<file path="src/rtl/divider_datapath.sv">
// divider_datapath: sequential restoring shift-subtract divider, one quotient
// bit per clock, with its own start/busy/done sequencing.
//
// Build option: define DIVIDER_SIGNED_EN for two's-complement operands.
// Magnitudes are taken at accept and the sign is applied when the result is
// loaded, so latency does not change. Without the macro the divider is
// unsigned only and no sign logic exists.
//
// state  | meaning
// -------+---------------------------------------------------------------
// IDLE   | waiting for start; busy=0
// RUN    | one shift-subtract step per cycle, WIDTH cycles in total
// FINISH | results already loaded; next edge drops busy and raises done

module divider_datapath #(
    parameter int WIDTH = 32
) (
    input  logic             i_clock,
    input  logic             i_reset,
    input  logic             i_start,
    input  logic [WIDTH-1:0] i_dividend,
    input  logic [WIDTH-1:0] i_divisor,
    output logic             o_busy,
    output logic             o_done,
    output logic [WIDTH-1:0] o_quotient,
    output logic [WIDTH-1:0] o_remainder,
    output logic             o_div_by_zero
);

    localparam int CW = $clog2(WIDTH) + 1;

    typedef enum logic [1:0] {
        S_IDLE   = 2'd0,
        S_RUN    = 2'd1,
        S_FINISH = 2'd2
    } state_t;

    state_t             r_state;
    logic [CW-1:0]      r_count;
    // {partial remainder, remaining dividend / growing quotient}
    logic [2*WIDTH-1:0] r_work;
    logic [WIDTH-1:0]   r_divisor;
    logic               r_busy;
    logic               r_done;
    logic [WIDTH-1:0]   r_quotient;
    logic [WIDTH-1:0]   r_remainder;
    logic               r_div_by_zero;

    logic [2*WIDTH:0]   w_shift;
    logic [WIDTH:0]     w_partial;
    logic [WIDTH:0]     w_divisor_ext;
    logic [WIDTH:0]     w_diff;
    logic               w_ge;
    logic [2*WIDTH-1:0] w_next_work;
    logic [WIDTH-1:0]   w_quo_mag;
    logic [WIDTH-1:0]   w_rem_mag;
    logic [WIDTH-1:0]   w_dvd_mag;
    logic [WIDTH-1:0]   w_dvs_mag;
    logic [WIDTH-1:0]   w_quo_res;
    logic [WIDTH-1:0]   w_rem_res;
    logic               w_last_step;
    // After a restoring subtract the partial is below the divisor, so the
    // top bit of the difference is always zero and is not stored.
    logic               w_unused_diff_msb;

`ifdef DIVIDER_SIGNED_EN
    logic               r_neg_q;
    logic               r_neg_r;
    logic               w_dvd_neg;
    logic               w_dvs_neg;
`endif

    // One restoring step: shift, trial-subtract, keep or restore.
    always_comb begin
        w_shift           = {1'b0, r_work} << 1;
        w_partial         = w_shift[2*WIDTH:WIDTH];
        w_divisor_ext     = {1'b0, r_divisor};
        w_ge              = (w_partial >= w_divisor_ext);
        w_diff            = w_partial - w_divisor_ext;
        w_unused_diff_msb = w_diff[WIDTH];
        if (w_ge) begin
            w_next_work = {w_diff[WIDTH-1:0], w_shift[WIDTH-1:1], 1'b1};
        end else begin
            w_next_work = w_shift[2*WIDTH-1:0];
        end
        w_quo_mag   = w_next_work[WIDTH-1:0];
        w_rem_mag   = w_next_work[2*WIDTH-1:WIDTH];
        w_last_step = (r_count == CW'(WIDTH - 1));
    end

`ifdef DIVIDER_SIGNED_EN
    // Operand magnitudes at accept and sign restoration at result load.
    always_comb begin
        w_dvd_neg = i_dividend[WIDTH-1];
        w_dvs_neg = i_divisor[WIDTH-1];
        w_dvd_mag = w_dvd_neg ? (-i_dividend) : i_dividend;
        w_dvs_mag = w_dvs_neg ? (-i_divisor)  : i_divisor;
        w_quo_res = r_neg_q ? (-w_quo_mag) : w_quo_mag;
        w_rem_res = r_neg_r ? (-w_rem_mag) : w_rem_mag;
    end
`else
    // Unsigned build: operands and results pass straight through.
    always_comb begin
        w_dvd_mag = i_dividend;
        w_dvs_mag = i_divisor;
        w_quo_res = w_quo_mag;
        w_rem_res = w_rem_mag;
    end
`endif

    // Control FSM, iteration counter, working register and result registers.
    always_ff @(posedge i_clock) begin
        if (i_reset) begin
            r_state       <= S_IDLE;
            r_count       <= '0;
            r_work        <= '0;
            r_divisor     <= '0;
            r_busy        <= 1'b0;
            r_done        <= 1'b0;
            r_quotient    <= '0;
            r_remainder   <= '0;
            r_div_by_zero <= 1'b0;
`ifdef DIVIDER_SIGNED_EN
            r_neg_q       <= 1'b0;
            r_neg_r       <= 1'b0;
`endif
        end else begin
            r_done <= 1'b0;
            case (r_state)
                S_IDLE: begin
                    if (i_start) begin
                        r_busy <= 1'b1;
                        if (i_divisor == '0) begin
                            // No iterations; the result is known right away.
                            r_state       <= S_FINISH;
                            r_quotient    <= '1;
                            r_remainder   <= i_dividend;
                            r_div_by_zero <= 1'b1;
                        end else begin
                            r_state   <= S_RUN;
                            r_count   <= '0;
                            r_work    <= {{WIDTH{1'b0}}, w_dvd_mag};
                            r_divisor <= w_dvs_mag;
`ifdef DIVIDER_SIGNED_EN
                            r_neg_q   <= w_dvd_neg ^ w_dvs_neg;
                            r_neg_r   <= w_dvd_neg;
`endif
                        end
                    end
                end
                S_RUN: begin
                    r_work <= w_next_work;
                    if (w_last_step) begin
                        // Results are taken from the final step's output so
                        // they land on the FINISH entry edge.
                        r_state       <= S_FINISH;
                        r_quotient    <= w_quo_res;
                        r_remainder   <= w_rem_res;
                        r_div_by_zero <= 1'b0;
                    end else begin
                        r_count <= r_count + CW'(1);
                    end
                end
                S_FINISH: begin
                    r_state <= S_IDLE;
                    r_busy  <= 1'b0;
                    r_done  <= 1'b1;
                end
                default: begin
                    r_state <= S_IDLE;
                    r_busy  <= 1'b0;
                end
            endcase
        end
    end

    assign o_busy        = r_busy;
    assign o_done        = r_done;
    assign o_quotient    = r_quotient;
    assign o_remainder   = r_remainder;
    assign o_div_by_zero = r_div_by_zero;

endmodule

</file>
<file path="config.mk">
export PLATFORM = sky130hd
export DESIGN_NAME = divider_datapath
export DESIGN_NICKNAME = d
export VERILOG_FILES = /design/src/rtl/divider_datapath.sv
export SDC_FILE = /design/constraint.sdc
export NUM_CORES = 1
export LEC_CHECK = 0
export CORE_MARGIN = 1
export CORE_UTILIZATION = 30
export DETAILED_ROUTE_END_ITERATION = 8
export GPL_TIMING_DRIVEN = 0
export HOLD_SLACK_MARGIN = 0.05
export PLACE_DENSITY_LB_ADDON = 0.12
export SLEW_MARGIN = 20
export SYNTH_ARGS = -nofsm -noshare
export SYNTH_HDL_FRONTEND = slang
export SYNTH_SLANG_ARGS = --single-unit
</file>
<file path="constraint.sdc">
create_clock -name i_clock -period 3.4 [get_ports i_clock]
set_clock_uncertainty 0.2 [all_clocks]
set_input_delay 0.34 -clock i_clock [delete_from_list [all_inputs] [get_ports i_clock]]
set_output_delay 0.34 -clock i_clock [all_outputs]
set_load 0.01 [all_outputs]
</file>
-- After elaboration in Yosys (flattened, before gate mapping)
Cells that the tools add are included.
- output and inout bits: 67
- bits in registers: 171
- input port bits: 67
- word-level logic and storage cells: 58
- reductions and logical operators: 9
- order comparisons: 1
- equal/unequal tests: 8
- multiplexer cells: 27
- bitwise gates (word level): 2
- add/sub/neg operators: 2
- operators by type and width (operator ; number):
    32-bit 2-to-1 mux ; 6
    64-bit 2-to-1 mux ; 3
    32-bit case mux with 2 select lines ; 2
    64-bit case mux with 2 select lines ; 1
    33-bit by 32-bit greater-or-equal comparator with 1-bit output ; 1
    32-bit logical NOT ; 1
    32-bit subtractor ; 1
    6-bit 2-to-1 mux ; 3
    6-bit case mux with 2 select lines ; 1
    2-bit != test (second input constant) ; 5
    4-bit AND reduction ; 2
    6-bit by 1-bit adder with 6-bit output (second input constant) ; 1
    6-bit by 5-bit equality test with 1-bit output (second input constant) ; 1
    2-bit 2-to-1 mux ; 3
    3-bit AND reduction ; 2
    1-bit 2-to-1 mux ; 5
    1-bit case mux with 2 select lines ; 2
    2-bit case mux with 2 select lines ; 1
    2-bit AND reduction ; 2
    2-bit by 1-bit equality test with 1-bit output (second input constant) ; 1
    2-bit equality test (second input constant) ; 1
    2-bit logical NOT ; 1
    1-bit inverter ; 2
    2-bit nonzero test ; 1

-- Depth between registers and ports, before layout
- depth after elaboration: 4
- depth in mapped cells: 16
- gate-level depth less buffers: 14

-- Least setup slack after synthesis
Ideal clock, no wire load.
- kind: register to register
- start point: register r_work[31]
- end point: register r_remainder[20] (netlist: o_remainder[20])
- setup time: 0.156 ns
- path buffers: 0
- arrival: 2.614 ns
- slack: 0.430 ns
- data required time: 3.044 ns
- period minus slack after synthesis: 2.970 ns
- stages on the path, launching flop included: 15
- path through: dfxtp_1 > inv_1 > ha_1 > inv_1 > fa_1 > a21oi_1 > o21ai_0 > a21oi_1 > o21bai_1 > a221o_1 > a21oi_1 > xnor2_1 > mux2_1 > nand2_1 > a311oi_2
- cells in the longest elaborated chain, start to end: 4
- elaborated cells between the ends (all ways): 5
- classes of those cells: add/sub (1); order compare (1); mux (3)
- RTL lines (element ; line ; RTL):
    start, declared ; 41 ; logic [2*WIDTH-1:0] r_work;
    start signal, assigned ; 142 ; r_work <= {{WIDTH{1'b0}}, w_dvd_mag};
    start signal, assigned ; 152 ; r_work <= w_next_work;
    32-bit subtractor / 33-bit by 32-bit greater-or-equal comparator with 1-bit output (equally long branches) ; 79, 78 ;
    64-bit 2-to-1 mux (*) ; 81 ; if (w_ge) begin
    32-bit 2-to-1 mux (*) ; 153 ; if (w_last_step) begin
    32-bit case mux with 2 select lines (*) ; 129 ; case (r_state)
    end signal, assigned ; 137 ; r_remainder <= i_dividend;
    end signal, assigned ; 158 ; r_remainder <= w_rem_res;
    end, declared ; 46 ; logic [WIDTH-1:0] r_remainder;
Mark *: on every way between the ends. The rest lies on a longest branch, timed or not. The select of a mux whose other input is x is not followed.
A chain may end at the register's enable or synchronous reset.

-- Worst setup path after layout
- start point: register r_divisor[26]
- end point: register r_remainder[15] (netlist: o_remainder[15])
- cells in the longest elaborated chain, start to end: 4
- RTL lines (element ; line ; RTL):
    start, declared ; 42 ; logic [WIDTH-1:0] r_divisor;
    start signal, assigned ; 143 ; r_divisor <= w_dvs_mag;
    33-bit by 32-bit greater-or-equal comparator with 1-bit output ; 78 ; w_ge = (w_partial >= w_divisor_ext);
    64-bit 2-to-1 mux ; 81 ;
    32-bit 2-to-1 mux ; 153 ;
    32-bit case mux with 2 select lines ; 129 ;
Every way passes these cells. The select of a mux whose other input is x is not followed.

==> flow_metrics.tcl <==
set metrics [dict create \
    status "finished, final reports clean" \
    p_leak_nw 4.518 \
    gp_congestion 0.8293 \
    wl_mm 29.17 \
    yosys.area_share.adder_pct 4.992 \
    coreArea_sq_um 28090 \
    syn_to_final_growth_pct 33.26 \
    clock_latency_ns 0.43 \
    p_clk_share_pct 21.7 \
    synth-main-ff-cell "dfxtp_1" \
    viasPerCell 4.980 \
    cp-start-kind "flip-flop" \
    p_sw_mw 3.504 \
    crit_buf_inv 3 \
    ys_seq_area_share_pct 39.47 \
    end_kind "flip-flop" \
    rows 61 \
    clkTransAtPathRegs_ns 0.08 \
    io_pins 134 \
    io_buffers 133 \
    synth_compound_area_share_pct 17.92 \
    grt_usage_pct 19.57 \
    drc 0 \
    setup_viol 0 \
    synth_edf_count 0 \
    synth.distinct_cells 62 \
    slew_violations 0 \
    antenna_found_initial 0 \
    slew_headroom_pct 47.24 \
    fillCellCount 2991 \
    comb_power_share_pct 53.2 \
    place_worst_setup_slack_ns -0.7854 \
    pwr_density_cell_nw_per_um2 792.6 \
    fp.dieH_um 172.0 \
    numCtsBuffers 17 \
    max_freq_ghz 0.3082 \
    first_iter_violations 737 \
    synth_cells 1074 \
    rsz0062_at_grt "yes" \
    cts_tree "yes" \
    synth.area.mux_share_pct 6.983 \
    design_area_sq_um 11560 \
    seq_power_share_pct 25.1 \
    async_flop_share_pct 0 \
    total_power_mw 9.159 \
    drtPass1Iterations 5 \
    crit_top_cell "a21o_1" \
    cts_hold_buf 0 \
    internal_power_mw 5.656 \
    die-width_um 172.0 \
    cpPeakStageDelay_ns 0.37 \
    grt_pass1_wl_mm 43.82 \
    finalHoldViolCount 0 \
    htreeDepth 4 \
    postRouteAntennaNets 0 \
    synth_xor_area_share_pct 3.131 \
    hold_depth 2 \
    finalSetupTns_ns 0 \
    r2r_cells 14 \
    worstPathMaxFanout 8 \
    synth_top_family_by_area "simple AND/OR/NAND/NOR gates" \
    final_layout_size_suffix_gt1_share_pct 13.00 \
    criticalPathCategory "reg -> reg" \
    dieArea_sq_um 29590 \
    start_util_pct 30.88 \
    max-vdd-ir-drop_mv 0.4197 \
    max-clock-path-buffers 2 \
    synth_nets 1175 \
    sw_frac_of_total_pct 38.25 \
    nets 1342 \
    place.detailed.hpwl_mm 22.60 \
    antenna_cells 0 \
    syn_avg_cell_area_sq_um 8.075 \
    min_period_ns 3.245 \
    cp_num_cells 14 \
    crit_arrival_ns 3.34 \
    cts_sinks 171 \
    gr-total-overflow 0 \
    cap_violations 0 \
    hold_class "reg -> reg" \
    worstPathCellList "inv_1, ha_2, nand2_1, nand2b_1, a21o_1, a21o_1, a311o_1, nor3b_2, o21a_1, buf_8, clkbuf_16, mux2_1, nand2_2, a311oi_2" \
    vias 8128 \
    path_delay_family "compound AO/OA/AOI/OAI gates" \
    required_ns 3.50 \
    mappedNetlistArea_sq_um 8672 \
    synth-seq-cells 171 \
    tightest_slew_ns 0.7915 \
    ctsRootBufferMaster "clkbuf_16" \
    yosys.area_share.simple_pct 21.82 \
    dpl_cell_area_sq_um 10480 \
    ys_warn_count 0 \
    fin_crit_sh_pct 95.44 \
    grt_max_degree 19 \
    setup_ws_ns 0.1552 \
    cp_slowest_cell "a311o_1" \
    grt_pass1_vias 7761 \
    routedWlPerCell_um 17.87 \
]
[worst register-to-register path: stages (launching register included)]
cell       delay (ns)
dfxtp_1          0.34
inv_1            0.05
ha_2             0.30
nand2_1          0.11
nand2b_1         0.06
a21o_1           0.17
a21o_1           0.25
a311o_1          0.37
nor3b_2          0.19
o21a_1           0.18
buf_8            0.18
clkbuf_16        0.17
mux2_1           0.33
nand2_2          0.11
a311oi_2         0.09
[cell usage in the layout, fill, tap and decap left out, types with 15 or more instances in the layout]
cell type	netlist	final
xnor2_1	18	18
dfxtp_1	171	161
a311oi_2	13	15
clkbuf_1	54	46
mux2i_1	38	35
a311oi_1	42	40
clkdlybuf4s50_1	0	133
ha_1	33	25
o21ai_0	33	32
clkbuf_16	0	20
nor2_1	196	195
inv_1	45	43
a21oi_1	65	60
nor3_1	40	39
nand2_1	151	137
[registers in the layout (all words and copies together), names as in the netlist]
signal and count:
o_busy 1, o_quotient 32, o_done 1, r_state 2, o_div_by_zero 1, r_divisor 32
r_work 64, r_count 6, o_remainder 32
[synth_stat cells, drive strengths merged, types with 8 or more instances]
library cell	instances	share of area [%]
mux2i	38	4.4
a21o	11	0.95
xor2	13	1.3
clkbuf	55	2.4
ha	33	4.8
nor4	10	0.72
xnor2	18	1.8
nand2	151	6.5
buf	16	1.3
a211oi	9	0.89
o21ai	37	2.1
a21oi	67	4.0
nor2	196	8.5
inv	45	1.9
mux2	20	2.6
a311oi	55	6.5
nand4	8	0.58
dfxtp	171	39
nand2b	8	0.58
nor3	40	2.3
[final timing paths]
kind                              startpoint                      endpoint  slack (ns)
hold reg to reg      r_work[61]$_SDFFE_PP0P_       r_work[61]$_SDFFE_PP0P_        0.27
setup reg to reg  r_divisor[26]$_SDFFE_PP0P_  o_remainder[15]$_SDFFE_PP0P_        0.16
hold / removal       r_work[61]$_SDFFE_PP0P_       r_work[61]$_SDFFE_PP0P_        0.27
setup / recovery  r_divisor[26]$_SDFFE_PP0P_  o_remainder[15]$_SDFFE_PP0P_        0.16
[through the flow]
| stage | hold WS [ns] | std cells | util, % |
|---|---|---|---|
| 6_report | 0.2743 | 1632 | 41.14 |
| 2_1_floorplan | 0.2304 | 1074 | - |
| 3_3_place_gp | 0.2599 | 1585 | 37.30 |
| 3_5_place_dp | 0.2513 | 1585 | 37.30 |
| 4_1_cts | 0.2716 | 1619 | 39.69 |
| 5_1_grt | 0.2904 | 1632 | 41.14 |
[timing repair]
action	CTS	global route
setup buffers	2	12
gates resized for setup	19	72
pin swaps	5	10
endpoints found under the setup margin	68	74
cloned	0	4
endpoints found under the hold margin	0	0
[power by group through the flow]
| stage | sequential (mW) | clock, mW | combinational, mW |
|---|---|---|---|
| 3_3_place_gp | 2.33 | 0 | 3.63 |
| 3_5_place_dp | 2.33 | 0 | 3.63 |
| 6_report | 2.30 | 1.99 | 4.87 |
| 2_1_floorplan | 2.27 | 0 | 2.77 |
| 5_1_grt | 2.32 | 2.13 | 5.26 |
| 4_1_cts | 2.29 | 2.04 | 3.81 |
[cell type report]
cell class                 count  area [sq um]  share of cell area [%]
clock inverter                15         173.9                   1.505
timing repair buffer         151          1523                   13.18
sequential                   171          3438                   29.75
buffer                        68         346.6                   2.999
inverter                      45         168.9                   1.462
tap                          378         473.0                   4.093
clock buffer                  17         425.4                   3.681
multi-input combinational    787          5007                   43.33
[metal layers]
| layer | vias to the layer above | share of wire [%] | track usage, % |
|---|---|---|---|
| met1 | 3852 | 49 | 27.11 |
| met5 | - | 0 | 0 |
| met3 | 22 | 4.3 | 3.342 |
| li1 | 4072 | - | - |
| met4 | 0 | 1.2 | 5.387 |
| met2 | 182 | 46 | 31.08 |
[logic make-up after synthesis]
| group | Yosys count |
|---|---|
| AO/OA/AOI/OAI | 217 |
| XOR/XNOR | 31 |
| adder cells (fa/ha/maj) | 34 |
| buffers and inverters | 116 |
| flip-flops | 171 |
| multiplexers | 58 |
| AND/OR/NAND/NOR | 447 |
No activity file was read; power rests on OpenSTA's default activity.
==> RTL change: new RTL, same settings <==
Add a define of `DIVIDER_SIGNED_EN`.
--- a/src/rtl/divider_datapath.sv
+++ b/src/rtl/divider_datapath.sv
@@ -11,6 +11,8 @@
 // IDLE   | waiting for start; busy=0
 // RUN    | one shift-subtract step per cycle, WIDTH cycles in total
 // FINISH | results already loaded; next edge drops busy and raises done
+
+`define DIVIDER_SIGNED_EN
 
 module divider_datapath #(
     parameter int WIDTH = 32
Function: same outputs for any inputs over 4 cycles, from zero or initial values and one cycle with i_reset high; that may be too few to reach the edited logic, so the function may still have changed.
==> RTL change against the unedited design <==
The run now ends with negative setup slack left. Design area is 50% higher. Power grew to 2.6 times the old value. First-iteration DRC count is 18% higher. Final cell count is 45% higher. Setup slack worse by 1.7 ns. Routed wire length is 65% higher. Area after synthesis is 37% higher. Sequential cell count is 2 higher. Largest power group unchanged.
==> RTL change: results (changes against the unedited design) <==
- Post-layout instance count excluding filler cells: 2364 (+45%)
- Yosys cell types: 93 (+50%)
- Root Buffer: clkbuf_16
- Fraction of area in multi-input gates: 54.2% (+11 points)
- Main area contributors after synthesis: dfxtp_1 (29%), nor2_1 (8.2%), xor2_1 (7.5%)
- Register area share after synthesis: 29.2% (-10 points)
- Via-per-instance ratio: 5.33 (+7.0%)
- Largest net degree at the start of global routing: 17 (-2)
- Slew @ Worst Pin: 1.20 ns (+0.405 ns)
- Non-clk buf share: 17.2% (+1.0 points)
- Failing checks: negative setup slack
- Most frequent cells after synthesis: nor2_1 (258), dfxtp_1 (173), nand2_1 (133), a21oi_1 (117), xor2_1 (102)
- Row count: 72 (+18%)
- FF/Latch Area: 3530 um^2 (+2.7%)
- Crit-path slowest cell: a2111oi_4
- DP HPWL: 36400 um (+61%)
- Final worst slack: -1.54 ns (-1.70 ns)
- Hold_ws: 0.0884 ns (-0.186 ns)
- Slowest Stage Delay on Critical Path: 0.39 ns (+0.02 ns)
- CP Max Fanout: 7 (-1)
- Layout cells sized above 1: 25.0% (+12 points)
- Worst reg2reg path depth: 23 (+9)
- Comb power: 19.2 mW (+290%)
- Hold Path Depth: 3 (+1)
- Layout Utilization: 44.6% (+3.4 points)
- Iter 0 DRT Violations: 873 (+18%)
- DR WL/cell: 20.4 um (+14%)
- CP arrival: 5.10 ns (+1.76 ns)
- Fill cell count: 3853 (+29%)
- Placed Instances: 2221 (+40%)
- Multi-input gate count: 1236 (+57%)
- ClkCell Share: 3.31% (-1.9 points)
- Clock power share: 8.4% (-13 points)
- Signal buffers: 354 (+62%)
- Worst hold endpoint: r_divisor[27]
- Peak VDD IR: 1.60 mV (+280%)
- PostCTS Resize Cnt: 232 (+213)
- Final setup violation count: 55 (+55)
- Post-layout net count: 1939 (+44%)
- Post-Place Worst Slack: -2.56 ns (-1.78 ns)
- Post-CTS Setup Bufs: 62 (+60)
- Total GRT Usage: 23.2% (+3.6 points)
- Sink Count: 173 (+1.2%)
- Status: finished with violations
- First-pass GRT wire length: 71400 um (+63%)
- Inverters: 52 (+16%)
- Vias in the first global route: 11.9k (+54%)
- Area after DPL: 14200 um^2 (+36%)
- Setup TNS: -31.88 ns (-31.88 ns)
- Clock buffer cells: 21 (+4)
- Synthesized Nets: 1676 (+43%)
- Worst Hold Class: input pin to flip-flop
- Leak: 6.40 nW (+42%)
==> RTL change: changes by cell type in the layout (fill, tap and decap cells not counted), moves of 20 or more <==
| cell | unedited run | this run |
|---|---|---|
| mux2i_1 | 35 | 9 |
| a311oi_1 | 40 | 20 |
| dfxtp_1 | 161 | 137 |
| buf_6 | 3 | 25 |
| a21oi_1 | 60 | 94 |
| a211oi_1 | 6 | 81 |
| buf_4 | 14 | 105 |
| ha_4 | 3 | 25 |
| xor2_1 | 13 | 97 |
| nor2_1 | 195 | 252 |
==> RTL change: cell families after synthesis <==
group	synth area share (%)
xor+xnor	10.3
compound gates	26.7
simple gates	22.3
buf+inv	5.56
fa+ha+maj	4.07
flops	29.2
mux	1.98
==> RTL change: per-layer routing <==
| metal | GRT usage, % | vias up | share of wire [%] |
|---|---|---|---|
| li1 | - | 6194 | - |
| met1 | 29.2 | 5937 | 44 |
| met2 | 39.8 | 378 | 48 |
| met3 | 2.74 | 93 | 4.0 |
| met4 | 9.60 | 0 | 3.9 |
| met5 | 0 | - | 0 |
